## config.mk

```make
export PLATFORM = sky130hd
export DESIGN_NAME = snake_motion_ctrl
export DESIGN_NICKNAME = d
export VERILOG_FILES = /design/src/rtl/snake_pkg.sv /design/src/rtl/game_tick_gen.sv /design/src/rtl/snake_motion_ctrl.sv
export SDC_FILE = /design/constraint.sdc
export NUM_CORES = 1
export LEC_CHECK = 0
export CAP_MARGIN = 30
export CORE_AREA = 5 5 75 91
export DETAILED_ROUTE_END_ITERATION = 6
export DIE_AREA = 0 0 80 96
export PLACE_DENSITY_LB_ADDON = 0.25
export SLEW_MARGIN = 20
export SYNTH_ARGS = -nofsm -noshare
export SYNTH_HDL_FRONTEND = slang
export SYNTH_HIERARCHICAL = 1
export SYNTH_SLANG_ARGS = --single-unit
```

## constraint.sdc

```tcl
create_clock -name clk -period 3.07 [get_ports clk]
set_input_delay 0.7675 -clock clk [delete_from_list [all_inputs] [get_ports clk]]
set_output_delay 0.7675 -clock clk [all_outputs]
set_load 0.03 [all_outputs]
```

## src/rtl/snake_pkg.sv

```systemverilog
`default_nettype none
// ---------------------------------------------------------------------------
// snake_pkg : direction encoding, FSM states and grid defaults shared by the
//             snake motion controller and the renderer.
// Revision  : 1.0
// ---------------------------------------------------------------------------
package snake_pkg;

  localparam int GRID_W_DEF = 32;
  localparam int GRID_H_DEF = 24;

  typedef logic [3:0] dir_t;

  localparam dir_t DIR_LEFT  = 4'b0001;
  localparam dir_t DIR_RIGHT = 4'b0010;
  localparam dir_t DIR_UP    = 4'b0100;
  localparam dir_t DIR_DOWN  = 4'b1000;

  typedef enum logic [1:0] {
    S_IDLE  = 2'd0,
    S_RUN   = 2'd1,
    S_PAUSE = 2'd2,
    S_DEAD  = 2'd3
  } state_t;

  function automatic logic is_onehot(input dir_t d);
    is_onehot = (d != 4'b0000) && ((d & (d - 4'd1)) == 4'b0000);
  endfunction

  function automatic dir_t opposite_dir(input dir_t d);
    dir_t opp;
    opp = 4'b0000;
    case (d)
      DIR_LEFT:  opp = DIR_RIGHT;
      DIR_RIGHT: opp = DIR_LEFT;
      DIR_UP:    opp = DIR_DOWN;
      DIR_DOWN:  opp = DIR_UP;
      default:   opp = 4'b0000;
    endcase
    opposite_dir = opp;
  endfunction

endpackage
`default_nettype wire

```

## src/rtl/game_tick_gen.sv

```systemverilog
`default_nettype none
// ---------------------------------------------------------------------------
// game_tick_gen : modulo-TICK_DIV counter with run/hold and clear controls,
//                 emitting a terminal-count pulse while running.
// Revision      : 1.0
// ---------------------------------------------------------------------------
module game_tick_gen #(
  parameter int TICK_DIV = 25_000_000
) (
  input  logic clk,
  input  logic rst,
  input  logic i_run,
  input  logic i_clear,
  output logic o_tc
);

  localparam int CW = (TICK_DIV > 1) ? $clog2(TICK_DIV) : 1;
  localparam logic [CW-1:0] C_LAST = CW'(TICK_DIV - 1);

  logic [CW-1:0] r_count;

  assign o_tc = i_run && (r_count == C_LAST);

  always_ff @(posedge clk or posedge rst) begin
    if (rst) begin
      r_count <= '0;
    end else if (i_clear) begin
      r_count <= '0;
    end else if (i_run) begin
      r_count <= o_tc ? '0 : r_count + CW'(1);
    end
  end

endmodule
`default_nettype wire

```

## src/rtl/snake_motion_ctrl.sv

```systemverilog
`default_nettype none
// ---------------------------------------------------------------------------
// snake_motion_ctrl : filters one-hot direction requests and steps the snake
//                     head once per game tick with edge wrap-around.
// Option            : SNAKE_WALL_COLLIDE_EN - edges become lethal walls.
// Revision          : 1.0
// ---------------------------------------------------------------------------
module snake_motion_ctrl
  import snake_pkg::*;
#(
  parameter int TICK_DIV = 25_000_000,
  parameter int GRID_W   = GRID_W_DEF,
  parameter int GRID_H   = GRID_H_DEF,
  parameter int START_X  = 16,
  parameter int START_Y  = 12
) (
  input  logic                      clk,
  input  logic                      rst,
  input  logic                      enable,
  input  logic [3:0]                direction_in,
  output logic [$clog2(GRID_W)-1:0] head_x,
  output logic [$clog2(GRID_H)-1:0] head_y,
  output logic [3:0]                cur_dir,
  output logic                      step,
  output logic                      crash
);

  localparam int XW = $clog2(GRID_W);
  localparam int YW = $clog2(GRID_H);
  localparam logic [XW-1:0] X_MAX = XW'(GRID_W - 1);
  localparam logic [YW-1:0] Y_MAX = YW'(GRID_H - 1);

`ifdef SNAKE_WALL_COLLIDE_EN
  localparam bit WALL_EN = 1'b1;
`else
  localparam bit WALL_EN = 1'b0;
`endif

  state_t        r_state;
  logic [XW-1:0] r_head_x;
  logic [YW-1:0] r_head_y;
  dir_t          r_cur_dir;
  dir_t          r_pending_dir;
  logic          r_step;
  logic          r_crash;

  logic [XW-1:0] w_next_x;
  logic [YW-1:0] w_next_y;
  logic          w_wall;
  logic          w_tc;
  logic          w_run;
  logic          w_clear;
  logic          w_req_valid;
  logic          w_req_ok;

  assign w_run   = (r_state == S_RUN);
  assign w_clear = (r_state == S_IDLE);

  game_tick_gen #(
    .TICK_DIV (TICK_DIV)
  ) u_tick (
    .clk     (clk),
    .rst     (rst),
    .i_run   (w_run),
    .i_clear (w_clear),
    .o_tc    (w_tc)
  );

  // In IDLE any direction is accepted; afterwards reversals of cur_dir are dropped.
  assign w_req_valid = is_onehot(direction_in);
  assign w_req_ok    = w_req_valid &&
                       ((r_state == S_IDLE) || (direction_in != opposite_dir(r_cur_dir)));

  always_comb begin
    w_next_x = r_head_x;
    w_next_y = r_head_y;
    w_wall   = 1'b0;
    case (r_pending_dir)
      DIR_LEFT: begin
        if (r_head_x == '0) begin
          w_next_x = X_MAX;
          w_wall   = 1'b1;
        end else begin
          w_next_x = r_head_x - XW'(1);
        end
      end
      DIR_RIGHT: begin
        if (r_head_x == X_MAX) begin
          w_next_x = '0;
          w_wall   = 1'b1;
        end else begin
          w_next_x = r_head_x + XW'(1);
        end
      end
      DIR_UP: begin
        if (r_head_y == '0) begin
          w_next_y = Y_MAX;
          w_wall   = 1'b1;
        end else begin
          w_next_y = r_head_y - YW'(1);
        end
      end
      DIR_DOWN: begin
        if (r_head_y == Y_MAX) begin
          w_next_y = '0;
          w_wall   = 1'b1;
        end else begin
          w_next_y = r_head_y + YW'(1);
        end
      end
      default: begin
        w_next_x = r_head_x;
        w_next_y = r_head_y;
      end
    endcase
  end

  always_ff @(posedge clk or posedge rst) begin
    if (rst) begin
      r_state       <= S_IDLE;
      r_head_x      <= XW'(START_X);
      r_head_y      <= YW'(START_Y);
      r_cur_dir     <= DIR_RIGHT;
      r_pending_dir <= DIR_RIGHT;
      r_step        <= 1'b0;
      r_crash       <= 1'b0;
    end else begin
      r_step <= 1'b0;
      if (w_req_ok && (r_state != S_DEAD)) begin
        r_pending_dir <= direction_in;
      end
      case (r_state)
        S_IDLE: begin
          if (enable && w_req_valid) begin
            r_state <= S_RUN;
          end
        end
        S_RUN: begin
          if (!enable) begin
            r_state <= S_PAUSE;
          end
          // A terminal count still steps even if enable drops in the same cycle.
          if (w_tc) begin
            if (WALL_EN && w_wall) begin
              r_crash <= 1'b1;
              r_state <= S_DEAD;
            end else begin
              r_step    <= 1'b1;
              r_cur_dir <= r_pending_dir;
              r_head_x  <= w_next_x;
              r_head_y  <= w_next_y;
            end
          end
        end
        S_PAUSE: begin
          if (enable) begin
            r_state <= S_RUN;
          end
        end
        default: begin
          r_state <= S_DEAD;
        end
      endcase
    end
  end

  assign head_x  = r_head_x;
  assign head_y  = r_head_y;
  assign cur_dir = r_cur_dir;
  assign step    = r_step;
  assign crash   = r_crash & WALL_EN;

endmodule
`default_nettype wire
```

==> reports/metrics.cfg <==
[synth]
syn-instance-count=294
synth_enable_flop_cells=0
ys_warn_count=6
postSynthRegisterBits=46
synth.yosys.seq_area_share_pct=41.2
async_reset_ff_share_pct=100
synthFlopType=sky130_fd_sc_hd__dfrtp_1
syn-num-nets=307
syn-cell-area_sq_um=2810
yosys.cell_types.count=66
synth_area_per_cell_sq_um=9.55

[clock_tree]
cts.hold.buffers_added=0
cts.reportedPaths.clkPinSlew_ps=90
clk-insertion-delay-late_ps=300
buffer_depth_of_the_longest_clock_path=2
cts.sinks=46
cts_tree=yes
clock_tree.root_cell=sky130_fd_sc_hd__clkbuf_8
cts.repair.resized=0
tritoncts.num_buffers=5
cts_post_setup_buffers_inserted=0
htreeDepth=2

[detailed_routing]
drc=0
vias=2238
drt-wirelength-per-cell_microns=14.3
drtAntennaViolNets=0
drt_pass1_iterations=4
post_detailed_route_via_to_cell_ratio=5.61
wl_mm=5.70
drt_iter0_drc=86

[critical_path]
r2r_setup_slack_ps=370
arrival_worst_endpoint_ps=2930
timing.critical_path.required_ps=3300
worst-path-max-fanout=9
timing.critical_path.to_type=flop
crit_path_end=head_y[0]$_DFFE_PP0P_
critical_path.startpoint_type=flop
timing_worst_setup_path_type=reg2reg
reg2reg_depth=8
worstSetupStartpoint=u_tick/r_count[7]$_DFFE_PP0P_
timing.rr.end=head_y[0]$_DFFE_PP0P_
regToRegStartpoint=u_tick/r_count[7]$_DFFE_PP0P_

[sta]
finalMaxSlewViolations=0
timing.fmax_ghz=0.371
period_share_pct=87.8
setup_total_negative_slack_ps=0
finalHoldViolations=0
tightest_slew_ps=826
fin_worst_skew_ps=2.19
slew-limit-headroom_pct=44.9
finalSetupViolations=0
period_needed_ps=2700
rsz_0062_raised_after_global_routing=no

[power_and_ir_drop]
p_leak_nw=1.41
finalPower_mw=1.62
power_density_over_cell_area_nw_per_um2=504
vdd_ir_drop_max_uv=276

[layout]
finalCoreUtilization_pct=54.5
drive_gt1_share_pct=12.9
fillCellCount=556
multiInputGateArea_sq_um=1500
synthToLayoutAreaGrowth_pct=14.5
final_cell_mix=41 x sky130_fd_sc_hd__dfrtp_1, 36 x sky130_fd_sc_hd__nor2_1, 21 x sky130_fd_sc_hd__clkdlybuf4s50_1
final_cell_area_sq_um=3210
final_cell_count_no_fill=399
finish.net_count=329
layout.cells.most_common=sky130_fd_sc_hd__dfrtp_1
antenna-diode-count=0
register_area_sq_um=1160

[run]
max_cap_viol_count=0

[placement]
placedCellCount=390
dp.final_hpwl_mm=3.99
buffer_ports.inserted=21
gpl.final_weighted_congestion=0.747
placed_area_sq_um=3070

[floorplan]
die-area_sq_um=7680
coreArea_sq_um=5900
dieHeight_microns=96
rows=31
die_w_microns=80
boundaryPins=23
start_util_pct=47.6

[status]
status=finished clean

[grt]
wire_length_of_the_first_global_routing_pass_mm=10.2
grt_antenna_before_repair=0
globalRouteTotalUtil_pct=16.7
maximum_number_of_pins_on_one_net_before_global_route_repair=26
grt_overflow=0
vias_in_the_first_global_route=2205

[hold_path]
timing.hold.worst.class=reg2reg

-- critical path, stage by stage, from the launching register on --
cell and delay, ps:
sky130_fd_sc_hd__dfrtp_1 440, sky130_fd_sc_hd__or4b_1 550, sky130_fd_sc_hd__nor3_2 140, sky130_fd_sc_hd__nand4_2 140, sky130_fd_sc_hd__inv_1 110, sky130_fd_sc_hd__nand3b_4 130
sky130_fd_sc_hd__or4_1 650, sky130_fd_sc_hd__or3_1 390, sky130_fd_sc_hd__o21ai_1 80
-- layer usage --
| metal | GRT usage [%] | routed length [microns] |
|---|---|---|
| met5 | 0 | 0 |
| met4 | 5.49 | 74 |
| met3 | 3.37 | 173 |
| met2 | 29.5 | 2920 |
| met1 | 20.3 | 2520 |
-- Yosys cell counts (10+ instances only) --
cell / count / share of area (%)
sky130_fd_sc_hd__nand3_1: 17 / 3.0
sky130_fd_sc_hd__xor2_1: 16 / 5.0
sky130_fd_sc_hd__inv_1: 16 / 2.1
sky130_fd_sc_hd__nand2_1: 14 / 1.9
sky130_fd_sc_hd__nor2_1: 36 / 4.8
sky130_fd_sc_hd__xnor2_1: 10 / 3.1
sky130_fd_sc_hd__dfrtp_1: 41 / 37
sky130_fd_sc_hd__a21oi_1: 11 / 2.0
sky130_fd_sc_hd__o21ai_0: 13 / 2.3
-- power by group --
part / switching (mW) / internal (mW) / total (mW)
Combinational: 0.199 / 0.136 / 0.336
Sequential: 0.0791 / 0.650 / 0.729
Clock: 0.209 / 0.347 / 0.556
-- registers in the layout (all words and copies together), names as in the netlist --
| name | cells |
|---|---|
| u_tick/r_count | 25 |
| r_state | 2 |
| step | 1 |
| head_y | 5 |
| head_x | 5 |
| r_pending_dir | 4 |
| cur_dir | 4 |
-- cell type report --
type | instances | share of cell area (%)
Inverter | 17 | 1.99
Clock buffer | 6 | 2.57
Tap cell | 82 | 3.19
Multi-Input combinational cell | 220 | 46.7
Timing Repair Buffer | 26 | 7.63
Sequential cell | 46 | 36.0
Clock inverter | 2 | 1.87
-- through the flow --
| step | hold WS, ps | setup WS (ps) |
|---|---|---|
| 3_3_place_gp | 498 | 335 |
| 4_1_cts | 520 | 362 |
| 5_1_grt | 548 | 183 |
| 2_1_floorplan | 497 | 485 |
| 3_5_place_dp | 503 | 294 |
| 6_report | 511 | 373 |
-- kinds of logic (layout without fill, tap and decap cells) --
family / after synthesis / after routing / synth area share (%)
and+or+nand+nor: 126 / 126 / 26.8
xor gates and xnor gates: 26 / 26 / 8.11
buffers and inverters: 28 / 51 / 5.26
AOI/OAI and AO/OA: 52 / 52 / 12.3
DFF: 46 / 46 / 41.2
muxes: 8 / 8 / 3.21
other: 1 / 1 / 0.134
adders and majority gates: 7 / 7 / 3.03
-- worst min-delay path by stage --
stage | from | to | slack (ps) | cells past startpoint
4_1_cts | head_y[4]$_DFFE_PP0P_ | head_y[4]$_DFFE_PP0P_ | 520 | 1
6_report | head_y[4]$_DFFE_PP0P_ | head_y[4]$_DFFE_PP0P_ | 510 | 1
3_3_place_gp | head_y[4]$_DFFE_PP0P_ | head_y[4]$_DFFE_PP0P_ | 500 | 1
2_1_floorplan | u_tick/r_count[14]$_DFFE_PP0P_ | u_tick/r_count[14]$_DFFE_PP0P_ | 500 | 2
5_1_grt | head_x[4]$_DFFE_PP1P_ | head_x[4]$_DFFE_PP1P_ | 550 | 2
3_5_place_dp | head_y[4]$_DFFE_PP0P_ | head_y[4]$_DFFE_PP0P_ | 500 | 1
Note: power is estimated with default switching activity, not from simulation.
